--- src/rtl/id_queue.sv ---
// Instruction decode queue between fetch and decode: in-order FIFO with a show-ahead
// head port, occupancy count, back-pressure and a sticky overflow flag.
module id_queue #(
  parameter int DECODE_ENTRY_SIZE = 96,
  parameter int DEPTH             = 8,
  parameter int ADDR_W            = 3
) (
  input  logic                         CLK,
  input  logic                         RESET,
  input  logic [DECODE_ENTRY_SIZE-1:0] decode_entry,
  input  logic                         do_write_IDQUEUE,
  output logic                         full_IDQUEUE,
  input  logic                         do_read_IDQUEUE,
  output logic [DECODE_ENTRY_SIZE-1:0] entry_out,
  output logic [31:0]                  Instr_out,
  output logic [31:0]                  PCA_out,
  output logic [31:0]                  CIA_out,
  output logic                         valid_IDQUEUE,
  input  logic                         flush_fCOM,
  input  logic                         mispredict,
  output logic [ADDR_W:0]              count_IDQUEUE,
  output logic                         overflow_err
);

  logic [DECODE_ENTRY_SIZE-1:0] r_mem [DEPTH];
  logic [ADDR_W-1:0]            r_wr_ptr;
  logic [ADDR_W-1:0]            r_rd_ptr;
  logic [ADDR_W:0]              r_count;
  logic                         r_overflow;

  logic w_clear;
  logic w_full;
  logic w_valid;
  logic w_wr_en;
  logic w_rd_en;

  // Full/valid come straight from the registered count so fetch can gate its write
  // in the same cycle; a full queue blocks a write even when a pop happens alongside.
  assign w_clear = flush_fCOM | mispredict;
  assign w_full  = (r_count == (ADDR_W+1)'(DEPTH));
  assign w_valid = (r_count != '0);
  assign w_wr_en = do_write_IDQUEUE & ~w_full & ~w_clear;
  assign w_rd_en = do_read_IDQUEUE & w_valid & ~w_clear;

  always_ff @(posedge CLK) begin
    if (RESET) begin
      r_wr_ptr   <= '0;
      r_rd_ptr   <= '0;
      r_count    <= '0;
      r_overflow <= 1'b0;
    end else begin
      if (do_write_IDQUEUE && w_full)
        r_overflow <= 1'b1;
      if (w_clear) begin
        r_wr_ptr <= '0;
        r_rd_ptr <= '0;
        r_count  <= '0;
      end else begin
        if (w_wr_en)
          r_wr_ptr <= r_wr_ptr + 1'b1;
        if (w_rd_en)
          r_rd_ptr <= r_rd_ptr + 1'b1;
        if (w_wr_en && !w_rd_en)
          r_count <= r_count + 1'b1;
        else if (w_rd_en && !w_wr_en)
          r_count <= r_count - 1'b1;
      end
    end
  end

  // Storage holds data only; stale contents are masked by valid on the read side.
  always_ff @(posedge CLK) begin
    if (w_wr_en && !RESET)
      r_mem[r_wr_ptr] <= decode_entry;
  end

  assign entry_out     = w_valid ? r_mem[r_rd_ptr] : '0;
  assign Instr_out     = entry_out[31:0];
  assign PCA_out       = entry_out[63:32];
  assign CIA_out       = entry_out[95:64];
  assign full_IDQUEUE  = w_full;
  assign valid_IDQUEUE = w_valid;
  assign count_IDQUEUE = r_count;
  assign overflow_err  = r_overflow;

endmodule

--- config.mk ---
export PLATFORM = sky130hd
export DESIGN_NAME = id_queue
export DESIGN_NICKNAME = d
export VERILOG_FILES = /design/src/rtl/id_queue.sv
export SDC_FILE = /design/constraint.sdc
export NUM_CORES = 1
export LEC_CHECK = 0
export ABC_AREA = 0
export CORE_UTILIZATION = 55
export CTS_CLUSTER_DIAMETER = 30
export CTS_CLUSTER_SIZE = 20
export DETAILED_ROUTE_END_ITERATION = 12
export GPL_TIMING_DRIVEN = 0
export PLACE_DENSITY = 0.77
export SETUP_SLACK_MARGIN = 0.02
export SLEW_MARGIN = 20
export SYNTH_ARGS = -nofsm -noshare
export SYNTH_HDL_FRONTEND = slang
export SYNTH_SLANG_ARGS = --single-unit
--- constraint.sdc ---
create_clock -name CLK -period 35.5 [get_ports CLK]
set_clock_uncertainty 0.15 [all_clocks]
set_input_delay 7.1 -clock CLK [delete_from_list [all_inputs] [get_ports CLK]]
set_output_delay 7.1 -clock CLK [all_outputs]
set_load 0.02 [all_outputs]
==> metrics.md <==
| Metric | Value |
|---|---|
| M1 GR Usage | `between 30% and 40%` |
| Critical Path Max Stage Delay | `between 0.6 and 0.7 ns` |
| Mapped Cells | `~1400` |
| Die width | `238 microns` |
| Final hold violation count | `0` |
| GRT met3 Usage | `~6%` |
| Nets | `around 2000` |
| Top delay family on crit path | `buffers and inverters` |
| CP arrival | `3.97 ns` |
| Clk Latency, worst-skew pair | `approximately 0.7 ns` |
| Cells along the critical path | `nor4_4 -> buf_6 -> clkbuf_1 -> buf_2 -> nor2_1 -> buf_4 -> clkdlybuf4s50_1` |
| Worst Hold Slack | `0.333 ns` |
| Crit path launch | `count_IDQUEUE[1]$_SDFFE_PP0P_` |
| Reg clk slew, reported paths | `about 0.05 ns` |
| DR vias | `15732` |
| Max-Cap Viols | `0` |
| Postcts setup bufs | `0` |
| # resized after CTS | `0` |
| DRC Markers | `0` |
| Area of the multi-input gates | `~6000 sq um` |
| CTS Sinks | `782` |
| Syn avg cell area | `around 22 sq um` |
| R2r worst-path depth | `10` |
| Leading post-synthesis cells by cell area | `edfxtp_1, mux4_2, mux2i_1` |
| Post-synth ARST share | `0%` |
| Final HPWL DP | `42700 microns` |
| Hold_buf cts | `0` |
| R2R Path Start | `count_IDQUEUE[1]$_SDFFE_PP0P_` |
| Psw | `between 400 and 500 uW` |
| Pint | `1.93 mW` |
| CP required | `between 20 and 30 ns` |
| Area Growth Syn to Fin | `31.6%` |
| GR Util All Layers | `about a quarter` |
| CP startpoint kind | `register` |
| Number of synthesized register bits | `782` |
| Largest net degree at the start of global routing | `22` |
| Congestion Overflow GR | `0` |
| Fraction of layout cells with a size suffix above 1 | `32.7%` |
| CTS tree | `yes` |
| Seq/Total Area, Yosys | `between 70% and 80%` |
| Root Buffer | `clkbuf_16` |
| Slowest cell on crit path | `clkbuf_1` |
| Clk pwr share | `55.1%` |
| Minimum clock period | `11.22 ns` |
| Min-delay worst type | `register to register` |
| Yosys top cell area share | `between 70 and 80%` |
| Area of the core | `55100 sq um` |
| Sw frac | `19.8%` |
| Most frequent cell after synthesis | `edfxtp_1` |
| Fill cells | `roughly 3100` |
| WP depth | `7` |
| Comb pwr share | `under 10%` |
| Register area | `23300 sq um` |
| Vias in the first global route | `around 17000` |
| IO Pins | `approximately 300` |
| Worst Path Buf+Inv | `5` |
| Initial antenna violation count | `6` |
| Synth unique cells | `32` |
| Power Density | `~60 nW/um^2` |
| Global routing's busiest layer | `met2` |
| Die H | `around 240 microns` |
| Final setup TNS | `0 ns` |
| CTS max path bufs | `3` |
| Top FF cell, synth | `edfxtp_1` |
| Row cnt | `86` |
| Crit path to | `entry_out[91]` |
| # H-tree levels | `4` |
| WL per Instance | `between 20 and 25 microns` |
| Die area | `roughly 57000 sq um` |
| Final slew viol count | `0` |
| RR Endpoint | `r_mem[4][55]$_DFFE_PP_` |
| RSZ-0062 raised after global routing | `false` |
| Final period util | `between 30% and 40%` |
| Worst-Margin Slew | `1.02 ns` |
| Post-synth top cells | `edfxtp_1, mux4_2, nor2_1` |
| Max VDD drop | `~0.041 mV` |
| Worst Setup Path Type | `register to output port` |
| Num CTS Buffers | `135` |
| Antenna Nets Post-Route | `0` |
| LEAKAGE | `13.2 nW` |
| Sequential fraction of design power | `42.4%` |
| Finish-stage setup viols | `0` |
| Relative slew slack | `between 30% and 40%` |
| Post-synth EDFFs | `768` |
| Initial Util | `around 56%` |
| Yosys top cell by area | `edfxtp_1` |
| Flop2flop setup slack | `between 30 and 40 ns` |
| Routing usage on met2 | `42.2%` |
| Mapped cell area | `30700 sq um` |
| Crit end category | `output port` |
| PortBufs | `300` |
| Fmax | `between 80 and 90 MHz` |
| Worst-path maximum fanout | `10` |
| Status | `finished, final reports clean` |
| Synth Warn # | `0` |
| First-pass iteration count of the detailed router | `5` |
| RD Place Congestion | `roughly 0.73` |
| Drt initial violations | `between 1000 and 1500` |
| Drt total wl | `69100 microns` |
| Syn_nets | `approximately 1500` |
| Avg Vias per Cell | `about 5.6` |
| First-pass GRT wire length | `around 100000 microns` |
[power by group through the flow]
stage	logic, mW	clock network, mW	registers (mW)
after floorplan	0.0221	0	1.04
after global placement	0.0561	0	1.04
final	0.0599	1.32	1.02
after global routing	0.0634	1.38	1.02
after CTS	0.0601	1.34	1.02
after detailed placement	0.0595	0	1.04
[worst min-delay path: stages, from the launching register on]
cell	delay (ns)
dfxtp_1	0.33
a21oi_1	0.04
nor2_1	0.07
[per-layer routing]
metal  up-vias  share of wire (%)
met5         -              0.078
met4         8                2.2
met3       130                6.7
met2       677                 52
met1      8161                 39
li1       6756                  -
[flip-flops by register name, summed over array words and instances (netlist names), named ones only]
name / flops
count_IDQUEUE: 4
r_mem: 768
r_wr_ptr: 3
r_rd_ptr: 3
overflow_err: 1
[metrics by stage]
| step | setup slack (ns) | utilization (%) | cell area (sq um) | instances | power (mW) |
|---|---|---|---|---|---|
| after floorplan | 17.23 | - | 30700 | 1395 | 1.06 |
| after global placement | 6.69 | 62.8 | 34600 | 2443 | 1.09 |
| after detailed placement | 24.94 | 64.7 | 35700 | 2546 | 1.10 |
| after CTS | 24.23 | 73.2 | 40300 | 2792 | 2.42 |
| after global routing | 24.18 | 73.2 | 40400 | 2793 | 2.46 |
| final | 24.28 | 73.2 | 40400 | 2794 | 2.40 |
[layout make-up]
| cell class | instances | area share, % |
|---|---|---|
| Buffer | 162 | 3.09 |
| Sequential cell | 782 | 57.8 |
| Inverter | 5 | 0.0465 |
| Timing Repair Buffer | 403 | 9.93 |
| Clock inverter | 87 | 2.71 |
| Antenna cell | 2 | 0.0124 |
| Clock buffer | 159 | 8.93 |
| Multi-Input combinational cell | 446 | 15.1 |
| Tap cell | 748 | 2.32 |
[cells by family (layout without fill, tap and decap cells)]
group                    count (synthesis)  in the layout  share of synthesized area, %
AO/OA/AOI/OAI                            8              8                         0.163
XOR/XNOR                                 6              6                         0.171
adder cells (fa/ha/maj)                  6              6                         0.269
buffers and inverters                  167            816                          4.13
flip-flops                             782            782                          76.1
multiplexers                           289            289                          17.3
other                                    0              2                             0
AND/OR/NAND/NOR                        137            137                          1.86
[layout by cell type, fill, tap and decap left out, types with 4 or more instances in the layout]
cell type,n
edfxtp_1,768
clkdlybuf4s50_1,300
mux4_2,192
buf_4,141
clkbuf_16,140
nor2_1,111
mux2i_1,97
buf_2,58
clkbuf_1,28
buf_6,23
bufinv_16,21
buf_12,18
clkinvlp_4,18
dfxtp_1,14
clkinv_1,14
clkinv_2,13
inv_6,11
buf_16,8
nand2_1,7
clkinv_4,6
buf_1,5
nand3_1,5
a21oi_1,5
ha_1,5
xor2_1,4
[worst min path at each step]
| stage | from | end | slack (ns) | cells past startpoint |
|---|---|---|---|---|
| floorplan | r_rd_ptr[1]$_SDFFE_PP0P_ | register | 0.30 | 2 |
| global placement | overflow_err$_SDFFE_PP0P_ | overflow_err$_SDFFE_PP0P_ | 0.31 | 2 |
| detailed placement | overflow_err$_SDFFE_PP0P_ | overflow_err$_SDFFE_PP0P_ | 0.31 | 2 |
| CTS | overflow_err$_SDFFE_PP0P_ | overflow_err$_SDFFE_PP0P_ | 0.33 | 2 |
| global route | overflow_err$_SDFFE_PP0P_ | overflow_err$_SDFFE_PP0P_ | 0.37 | 2 |
| finish | overflow_err$_SDFFE_PP0P_ | overflow_err$_SDFFE_PP0P_ | 0.33 | 2 |
Note: power is estimated with default switching activity, not from simulation.
